<file path="config.mk">
export PLATFORM = sky130hd
export DESIGN_NAME = prq_match_table
export DESIGN_NICKNAME = d
export VERILOG_FILES = /design/src/rtl/prq_pkg.sv /design/src/rtl/prq_first_match.sv /design/src/rtl/prq_match_table.sv
export SDC_FILE = /design/constraint.sdc
export NUM_CORES = 2
export LEC_CHECK = 0
export ABC_AREA = 1
export CAP_MARGIN = 20
export CORE_MARGIN = 5
export CORE_UTILIZATION = 45
export DETAILED_ROUTE_END_ITERATION = 7
export DONT_BUFFER_PORTS = 1
export PLACE_DENSITY = 0.6
export RECOVER_POWER = 50
export SETUP_SLACK_MARGIN = 0.5
export SLEW_MARGIN = 20
export SYNTH_ARGS = -nofsm -noshare
export SYNTH_HDL_FRONTEND = slang
export SYNTH_SLANG_ARGS = --single-unit
</file>
<file path="constraint.sdc">
create_clock -name clk -period 9 [get_ports clk]
set_input_delay 0.9 -clock clk [delete_from_list [all_inputs] [get_ports clk]]
set_output_delay 0.9 -clock clk [all_outputs]
set_load 0.01 [all_outputs]
</file>
<file path="src/rtl/prq_pkg.sv">
// Shared types for the posted-receive-queue matcher: FSM states, entry layout
// at the default widths, and the default sizing constants.
package prq_pkg;

    localparam int PRQ_DEPTH     = 16;
    localparam int PRQ_COMM_BIT  = 4;
    localparam int PRQ_RANK_BIT  = 8;
    localparam int PRQ_TAG_BIT   = 8;
    localparam int PRQ_PTR_WIDTH = 32;

    typedef enum logic [1:0] {
        IDLE  = 2'd0,
        MATCH = 2'd1,
        RESP  = 2'd2
    } prq_state_e;

    // Entry layout at default widths; the top re-declares it with its own widths.
    typedef struct packed {
        logic                     valid;
        logic [PRQ_COMM_BIT-1:0]  comm;
        logic [PRQ_RANK_BIT-1:0]  src;
        logic [PRQ_TAG_BIT-1:0]   tag;
        logic                     src_any;
        logic                     tag_any;
        logic [PRQ_PTR_WIDTH-1:0] ptr;
    } prq_entry_t;

endpackage

</file>
<file path="src/rtl/prq_first_match.sv">
// Lowest-set-bit priority encoder over the per-entry hit vector; index 0 is
// the oldest entry, so the lowest set bit is the MPI-order winner.
module prq_first_match #(
    parameter int DEPTH = 16,
    parameter int IDX_W = (DEPTH > 1) ? $clog2(DEPTH) : 1
) (
    input  logic [DEPTH-1:0] hit_i,
    output logic [IDX_W-1:0] idx_o,
    output logic             any_o
);

    always_comb begin
        idx_o = '0;
        any_o = |hit_i;
        for (int i = DEPTH - 1; i >= 0; i--) begin
            if (hit_i[i]) idx_o = IDX_W'(i);
        end
    end

endmodule

</file>
<file path="src/rtl/prq_match_table.sv">
// Posted-receive match table: ordered entry array with compaction on hit,
// wildcard source/tag matching and a three-state lookup FSM.
module prq_match_table
    import prq_pkg::*;
#(
    parameter int DEPTH     = PRQ_DEPTH,
    parameter int COMM_BIT  = PRQ_COMM_BIT,
    parameter int RANK_BIT  = PRQ_RANK_BIT,
    parameter int TAG_BIT   = PRQ_TAG_BIT,
    parameter int PTR_WIDTH = PRQ_PTR_WIDTH,
    parameter int CNT_W     = $clog2(DEPTH + 1)
) (
    input  logic                 clk,
    input  logic                 rst,
    input  logic                 ins_valid,
    output logic                 ins_ready,
    input  logic [COMM_BIT-1:0]  ins_comm,
    input  logic [RANK_BIT-1:0]  ins_src,
    input  logic [TAG_BIT-1:0]   ins_tag,
    input  logic                 ins_src_any,
    input  logic                 ins_tag_any,
    input  logic [PTR_WIDTH-1:0] ins_ptr,
    input  logic                 find_valid,
    output logic                 find_ready,
    input  logic [COMM_BIT-1:0]  find_comm,
    input  logic [RANK_BIT-1:0]  find_src,
    input  logic [TAG_BIT-1:0]   find_tag,
    output logic                 res_valid,
    output logic                 res_found,
    output logic [PTR_WIDTH-1:0] res_ptr,
    output logic [CNT_W-1:0]     count,
    output logic                 empty,
    output logic                 full,
    output logic                 ins_drop
);

    localparam int IDX_W = (DEPTH > 1) ? $clog2(DEPTH) : 1;

    typedef struct packed {
        logic                 valid;
        logic [COMM_BIT-1:0]  comm;
        logic [RANK_BIT-1:0]  src;
        logic [TAG_BIT-1:0]   tag;
        logic                 src_any;
        logic                 tag_any;
        logic [PTR_WIDTH-1:0] ptr;
    } entry_t;

    entry_t               tbl_q [DEPTH];
    entry_t               tbl_d [DEPTH];
    entry_t               new_entry;
    prq_state_e           state_q, state_d;
    logic [COMM_BIT-1:0]  env_comm_q;
    logic [RANK_BIT-1:0]  env_src_q;
    logic [TAG_BIT-1:0]   env_tag_q;
    logic [CNT_W-1:0]     count_q, count_d, wr_idx;
    logic                 res_found_q;
    logic [PTR_WIDTH-1:0] res_ptr_q;
    logic                 ins_drop_q;
    logic [DEPTH-1:0]     hit_vec;
    logic [IDX_W-1:0]     hit_idx;
    logic                 hit_any;
    logic                 ins_fire, rm;

    assign full      = (count_q == CNT_W'(DEPTH));
    assign empty     = (count_q == '0);
    assign ins_ready = !full;
    assign ins_fire  = ins_valid && !full;
    assign rm        = (state_q == MATCH) && hit_any;
    assign count     = count_q;
    assign res_found = res_found_q;
    assign res_ptr   = res_ptr_q;
    assign ins_drop  = ins_drop_q;

    always_comb begin
        for (int i = 0; i < DEPTH; i++) begin
            hit_vec[i] = tbl_q[i].valid && (tbl_q[i].comm == env_comm_q)
                      && (tbl_q[i].src_any || (tbl_q[i].src == env_src_q))
                      && (tbl_q[i].tag_any || (tbl_q[i].tag == env_tag_q));
        end
    end

    prq_first_match #(.DEPTH(DEPTH), .IDX_W(IDX_W)) u_first_match (
        .hit_i (hit_vec),
        .idx_o (hit_idx),
        .any_o (hit_any)
    );

    // Compaction first, then the insert lands on the first free slot of the
    // compacted array, so a same-edge insert/remove keeps the array dense.
    always_comb begin
        new_entry = '{valid: 1'b1, comm: ins_comm, src: ins_src, tag: ins_tag,
                      src_any: ins_src_any, tag_any: ins_tag_any, ptr: ins_ptr};
        wr_idx    = rm ? count_q - CNT_W'(1) : count_q;
        for (int i = 0; i < DEPTH; i++) begin
            tbl_d[i] = tbl_q[i];
            if (rm && (i >= int'(hit_idx))) begin
                if (i < DEPTH - 1) tbl_d[i] = tbl_q[(i < DEPTH - 1) ? i + 1 : i];
                else               tbl_d[i] = '0;
            end
            if (ins_fire && (CNT_W'(i) == wr_idx)) tbl_d[i] = new_entry;
        end
        count_d = count_q + (ins_fire ? CNT_W'(1) : '0) - (rm ? CNT_W'(1) : '0);
    end

    always_comb begin
        state_d = state_q;
        unique case (state_q)
            IDLE:    if (find_valid) state_d = MATCH;
            MATCH:   state_d = RESP;
            RESP:    state_d = IDLE;
            default: state_d = IDLE;
        endcase
    end

    always_comb begin
        find_ready = (state_q == IDLE);
        res_valid  = (state_q == RESP);
    end

    always_ff @(posedge clk) begin
        if (rst) begin
            state_q     <= IDLE;
            count_q     <= '0;
            env_comm_q  <= '0;
            env_src_q   <= '0;
            env_tag_q   <= '0;
            res_found_q <= 1'b0;
            res_ptr_q   <= '0;
            ins_drop_q  <= 1'b0;
            for (int i = 0; i < DEPTH; i++) tbl_q[i] <= '0;
        end else begin
            state_q    <= state_d;
            count_q    <= count_d;
            ins_drop_q <= ins_valid && full;
            for (int i = 0; i < DEPTH; i++) tbl_q[i] <= tbl_d[i];
            if (state_q == IDLE && find_valid) begin
                env_comm_q <= find_comm;
                env_src_q  <= find_src;
                env_tag_q  <= find_tag;
            end
            if (state_q == MATCH) begin
                res_found_q <= hit_any;
                res_ptr_q   <= hit_any ? tbl_q[hit_idx].ptr : '0;
            end else if (state_q == RESP) begin
                res_found_q <= 1'b0;
                res_ptr_q   <= '0;
            end
        end
    end

endmodule

</file>
==> After elaboration in Yosys (flattened, before gate mapping) <==
Memories as Yosys holds them, arrays and structs flattened.
Cells that the tools add are included.
{ "word_totals": {"ff_bits": 61, "mem_bits_rw": 880, "inputBits": 78, "out_inout_bits": 44, "elab_cells": 308, "mem_count": 1} }
{ "mem_list": {"columns": ["memory", "depth", "width", "rd", "rd_ports_with_merged_regs", "wr", "line", "text"], "rows": [
  ["tbl_q", 16, 55, 17, 0, 16, "prq_match_table.sv:49", "entry_t tbl_q [DEPTH];"]
]} }
{ "classes": {"n_addsub": 3, "magnitude_cmp": 15, "n_eq_ne": 67, "n_mux": 77, "bitwise": 16, "n_reduce_logical": 121} }
{ "op_table": {"columns": ["op", "n"], "rows": [
  ["55-bit 2-to-1 mux", 48],
  ["8-bit equality test", 32],
  ["32-bit 2-to-1 mux", 3],
  ["1-bit logical AND", 83],
  ["4-bit equality test", 16],
  ["4-bit 2-to-1 mux", 16],
  ["4-bit by 5-bit equality test with 1-bit output (first input constant)", 8],
  ["1-bit logical OR", 32],
  ["4-bit greater-or-equal comparator (first input constant)", 7],
  ["3-bit by 5-bit equality test with 1-bit output (first input constant)", 4],
  ["3-bit by 4-bit greater-or-equal comparator with 1-bit output (first input constant)", 4],
  ["1-bit bitwise OR", 16],
  ["16-bit OR reduction", 1],
  ["2-bit by 5-bit equality test with 1-bit output (first input constant)", 2],
  ["5-bit zero test", 2],
  ["1-bit by 4-bit greater-or-equal comparator with 1-bit output (first input constant)", 2],
  ["2-bit by 4-bit greater-or-equal comparator with 1-bit output (first input constant)", 2],
  ["1-bit 2-to-1 mux", 7],
  ["5-bit by 1-bit adder with 5-bit output", 1],
  ["1-bit by 5-bit equality test with 1-bit output (first input constant)", 1],
  ["5-bit equality test (second input constant)", 1],
  ["5-bit 2-to-1 mux", 1],
  ["5-bit by 1-bit subtractor with 5-bit output", 1],
  ["5-bit by 1-bit subtractor with 5-bit output (second input constant)", 1],
  ["8 further kinds", 8]
]} }

==> Depth between registers and ports, before layout <==
An unclocked memory read counts as a cell.
{ "logic_depth": {"word_depth": 26, "mapped_depth": 36, "depth_no_buf": 33} }

==> Cells and area by module <==
From an unflattened synthesis, not the netlist that was laid out.
{ "unflattened": {"hier_cells": 9388, "area_unflattened_um2": 56849.5} }
{ "by_module_without_submodules": {"columns": ["mod", "n_inst", "cells_per_inst", "area_per_inst_um2", "seq_area_each_um2"], "rows": [
  ["prq_match_table", 1, 9339, 56640.6, 18838.1],
  ["prq_first_match", 1, 49, 209.0, 0.0]
]} }

==> Least setup slack after synthesis <==
No wires, ideal clock.
{ "synth_path": {"path_type": "register -> register", "startpoint": "reg env_comm_q[0]", "endpoint": "reg count_q[4], in the netlist count[4]", "setup_time_ns": 0.122, "t_arrival_ns": 3.064, "required_ns": 8.878, "path_slack_ns": 5.814, "path_stages_with_launch": 21, "n_path_buf": 2, "period_less_slack_ns": 3.186, "cell_sequence": "dfxtp_1 > buf_4 > inv_2 > or2_2 > nand4_1 > nor2_1 > nand3_1 > o21ai_1 > nor2_1 > nand2_1 > o21a_4 > buf_6 > ha_1 > inv_1 > ha_1 > inv_1 > fa_1 > o21bai_1 > a21oi_1 > o21ai_0 > a21oi_1"} }
{ "synth_via": {"elab_chain_cells": 8, "elab_cells_between_ends": 68, "cone_classes": "1 x add/sub; 16 x eq/ne; 1 x mux; 50 x reduce/logical"} }
{ "synth_rtl": {"columns": ["element", "line", "text"], "rows": [
  ["start: declaration", "prq_match_table.sv:53", "logic [COMM_BIT-1:0] env_comm_q;"],
  ["start signal: assignment", "prq_match_table.sv:138", "env_comm_q <= find_comm;"],
  ["4-bit equality test", "prq_match_table.sv:77", "hit_vec[i] = tbl_q[i].valid && (tbl_q[i].comm == env_comm_q)"],
  ["1-bit logical AND", "prq_match_table.sv:77", null],
  ["1-bit logical AND", "prq_match_table.sv:78", "&& (tbl_q[i].src_any || (tbl_q[i].src == env_src_q))"],
  ["1-bit logical AND", "prq_match_table.sv:79", "&& (tbl_q[i].tag_any || (tbl_q[i].tag == env_tag_q));"],
  ["16-bit OR reduction (*)", "prq_first_match.sv:14", "any_o = |hit_i;"],
  ["1-bit logical AND (*)", "prq_match_table.sv:69", "assign rm = (state_q == MATCH) && hit_any;"],
  ["net rm", "prq_match_table.sv:63", "logic ins_fire, rm;"],
  ["1-bit 2-to-1 mux (*)", "prq_match_table.sv:103", "count_d = count_q + (ins_fire ? CNT_W'(1) : '0) - (rm ? CNT_W'(1) : '0);"],
  ["5-bit by 1-bit subtractor with 5-bit output (*)", "prq_match_table.sv:103", null],
  ["end signal: assignment", "prq_match_table.sv:134", "count_q <= count_d;"],
  ["end: declaration", "prq_match_table.sv:56", "logic [CNT_W-1:0] count_q, count_d, wr_idx;"]
]} }
Mark *: on every way through the listed nets, which the timed path passes. The rest lies on a longest branch.
A chain may end at the register's enable or synchronous reset.

==> metrics.txt <==
status complete, but fails checks; failing checks max-capacitance violations, max-slew violations; Yosys reg bits 941; number of synthesized flops with an enable pin 0; total number of vias 53,620; CTS tree built; Layout area overhead 7.239%; # IOs 122; Async SR Flop Fraction 0%; Max rail drop VDD 0.0001582 V; ys flop type dfxtp_1; Worst-path clk slew 0.06 ns; Worst Clk Skew 0.03128 ns; GR Util All Layers 34.22%; Num CTS Buffers 110; Final setup violation count 0; DR iter-0 viols 7,397; Worst setup SP type input pin; synthesized netlist net count 7,906; Final Slew Violations 829; Fin Hold WS 0.2774 ns; CTS max path bufs 3; input/output buffers 0; largest net degree at the start of global routing 467; # Max-Cap Violations 16; DP Cell Count 8,742; DRC violations left 0; Avg Inst Size Synth 6.507 um2; gpl congestion 0.9590; Slew @ Worst Pin 3.759 ns; Clk Latency, worst-skew pair 0.72 ns; synthesis warning total 0; CTS sink cnt 941; Tmin final 8.075 ns; WP data required 9.49 ns; part of the cycle the worst path needs 89.72%; Post-Route WL 215,700 um; RSZ-0062 raised after global routing no; CP Max Fanout 466; type of the worst setup path input pin to flop; remaining antenna violation count after routing 0; fraction of final layout cells with drive strength greater than 1 4.824%; part of the Yosys area used for sequential elements 37.04%; Net count, final 7,446; H-Tree Level Count 3; crit end category flop; post-synthesis cell area 0.05085 mm2; antenna violations before repair 8; synth unique cells 55; height of the die 346.2 um; n_diodes 0; number of setup buffers added after CTS 0; vias in the first global route 48,740; die span in x 346.2 um; root buffer cell clkbuf_16; Hold-fix buffers, CTS 0; DP HPWL 121,000 um; endpoints failing hold 0; crit path DAT 8.57 ns; global-route wire length before repair 318,400 um; number of core rows 123; core area 0.1123 mm2; Pre-Repair DR Iteration Count 6; Mapped Cells 7,815; GR Overflow Total 0; starting density of the core 45.26%; non-filler cells, final 8,942; fmax 0.1238 GHz; total negative slack 0 ns; drt wl/cell 24.12 um; Leakage 19.36 nW; PwrDens 205.4 mW/mm2; vias per std cell 5.997; Resize count post-CTS 0; worst min path class input pin to flop; Slew headroom -150.6%; die area 0.1198 mm2
==> cells in the mapped netlist, types with 5 or more instances <==
library cell / number / share of area, %
o21ai_1: 158 / 1.6
clkbuf_1: 402 / 3.0
nor3_1: 17 / 0.17
xnor2_1: 129 / 2.2
ha_1: 12 / 0.30
nor2_4: 8 / 0.18
nand2_2: 8 / 0.098
o21ai_0: 1013 / 10
o41ai_1: 5 / 0.086
inv_2: 37 / 0.27
o211ai_1: 8 / 0.12
a21oi_1: 722 / 7.1
a31oi_1: 155 / 1.9
nor2_2: 10 / 0.12
buf_4: 36 / 0.53
nand3_1: 525 / 5.2
clkinv_1: 5 / 0.037
a211oi_1: 21 / 0.31
inv_1: 526 / 3.9
o22ai_1: 65 / 0.80
buf_2: 165 / 1.6
buf_1: 42 / 0.31
nor2_1: 365 / 2.7
or2_2: 9 / 0.11
nand4_1: 66 / 0.81
nand2_1: 2146 / 16
nand3b_1: 21 / 0.31
or2_0: 7 / 0.086
dfxtp_1: 941 / 37
nor4_1: 18 / 0.22
xor2_1: 112 / 1.9
buf_6: 21 / 0.47
==> through the flow <==
stage / setup slack, ns / area (um2) / util (%) / power (mW)
2_1_floorplan: 5.814 / 50850 / - / 5.870
3_3_place_gp: 2.506 / 50730 / 45.16 / 6.424
3_5_place_dp: 2.463 / 50810 / 45.23 / 6.445
4_1_cts: 2.444 / 54620 / 48.62 / 11.18
5_1_grt: 1.085 / 54530 / 48.54 / 11.57
6_report: 0.9248 / 54530 / 48.54 / 11.20
==> power by group <==
| part | switching, mW | leakage [nW] | internal (mW) |
|---|---|---|---|
| registers | 0.211 | 7.60 | 4.39 |
| clock network | 1.92 | 1.89 | 2.87 |
| logic | 1.30 | 9.87 | 0.515 |
| total | 3.43 | 19.4 | 7.77 |
==> state kept, by name (all words and copies together), names as in the netlist, 2 cells and up <==
register    count
tbl_q         880
res_ptr        32
count           5
env_tag_q       8
env_src_q       8
env_comm_q      4
state_q         2
==> worst max-delay path, cell delays in order <==
cell        delay, ns
clkinvlp_2       3.47
clkbuf_1         1.85
clkbuf_2         1.04
o21ai_0          0.31
a21oi_1          0.07
==> kinds of logic (layout without fill, tap and decap cells) <==
group                    count (synthesis)  in the layout  share of synthesized area [%]
AND/OR/NAND/NOR                       3209           3209                          25.97
adder cells (fa/ha/maj)                 13             13                         0.3346
multiplexers                             1              1                        0.01968
XOR/XNOR                               242            242                          4.183
buffers and inverters                 1237            864                          10.12
AO/OA/AOI/OAI                         2172           2172                          22.32
flip-flops                             941            941                          37.04
==> cells in the final DEF, fill, tap and decap left out, types with 6 or more instances in the layout <==
cell	instances
nand2_1	2139
o21ai_0	1036
dfxtp_1	941
a21oi_1	722
inv_1	530
nand3_1	526
nor2_1	361
a31oi_1	155
o21ai_1	136
xnor2_1	129
clkbuf_16	114
xor2_1	112
buf_4	77
nand4_1	66
o22ai_1	65
clkbuf_1	27
clkbuf_8	27
clkinv_2	22
inv_2	21
a211oi_1	21
nand3b_1	21
nor4_1	18
nor2_4	18
nor3_1	17
ha_1	12
bufinv_16	12
or2_2	9
o211ai_1	8
nand2_4	8
or2_0	7
nand2_2	7
buf_12	7
clkinv_1	6
==> routing by layer <==
layer / share of wire, % / routed length, um / vias up / global-route usage (%)
li1: - / - / 24720 / -
met1: 41 / 89270 / 25140 / 47.26
met2: 42 / 91010 / 3187 / 51.74
met3: 12 / 25810 / 565 / 7.891
met4: 4.4 / 9557 / 6 / 13.88
met5: 0.018 / 39 / - / 0
==> worst paths after layout <==
check,to,cells after the start,slack (ns),start
max,tbl_q[11][14]$_SDFFE_PP0P_,5,0.92,rst
min,tbl_q[12][0]$_SDFFE_PP0P_,1,0.28,rst
max reg2reg,tbl_q[8][11]$_SDFFE_PP0P_,20,1.22,env_tag_q[5]$_SDFFE_PP0P_
min reg2reg,tbl_q[14][14]$_SDFFE_PP0P_,2,0.46,tbl_q[14][14]$_SDFFE_PP0P_
==> layout make-up <==
type	instances	area, um2
Timing Repair Buffer	97	844.6
Clock buffer	163	3307
Fill cell	11620	57810
Inverter	568	2157
Multi-Input combinational cell	5637	27000
Tap cell	1500	1877
Sequential cell	941	18840
Clock inverter	36	508.0
(Power assumes the default switching activity.)
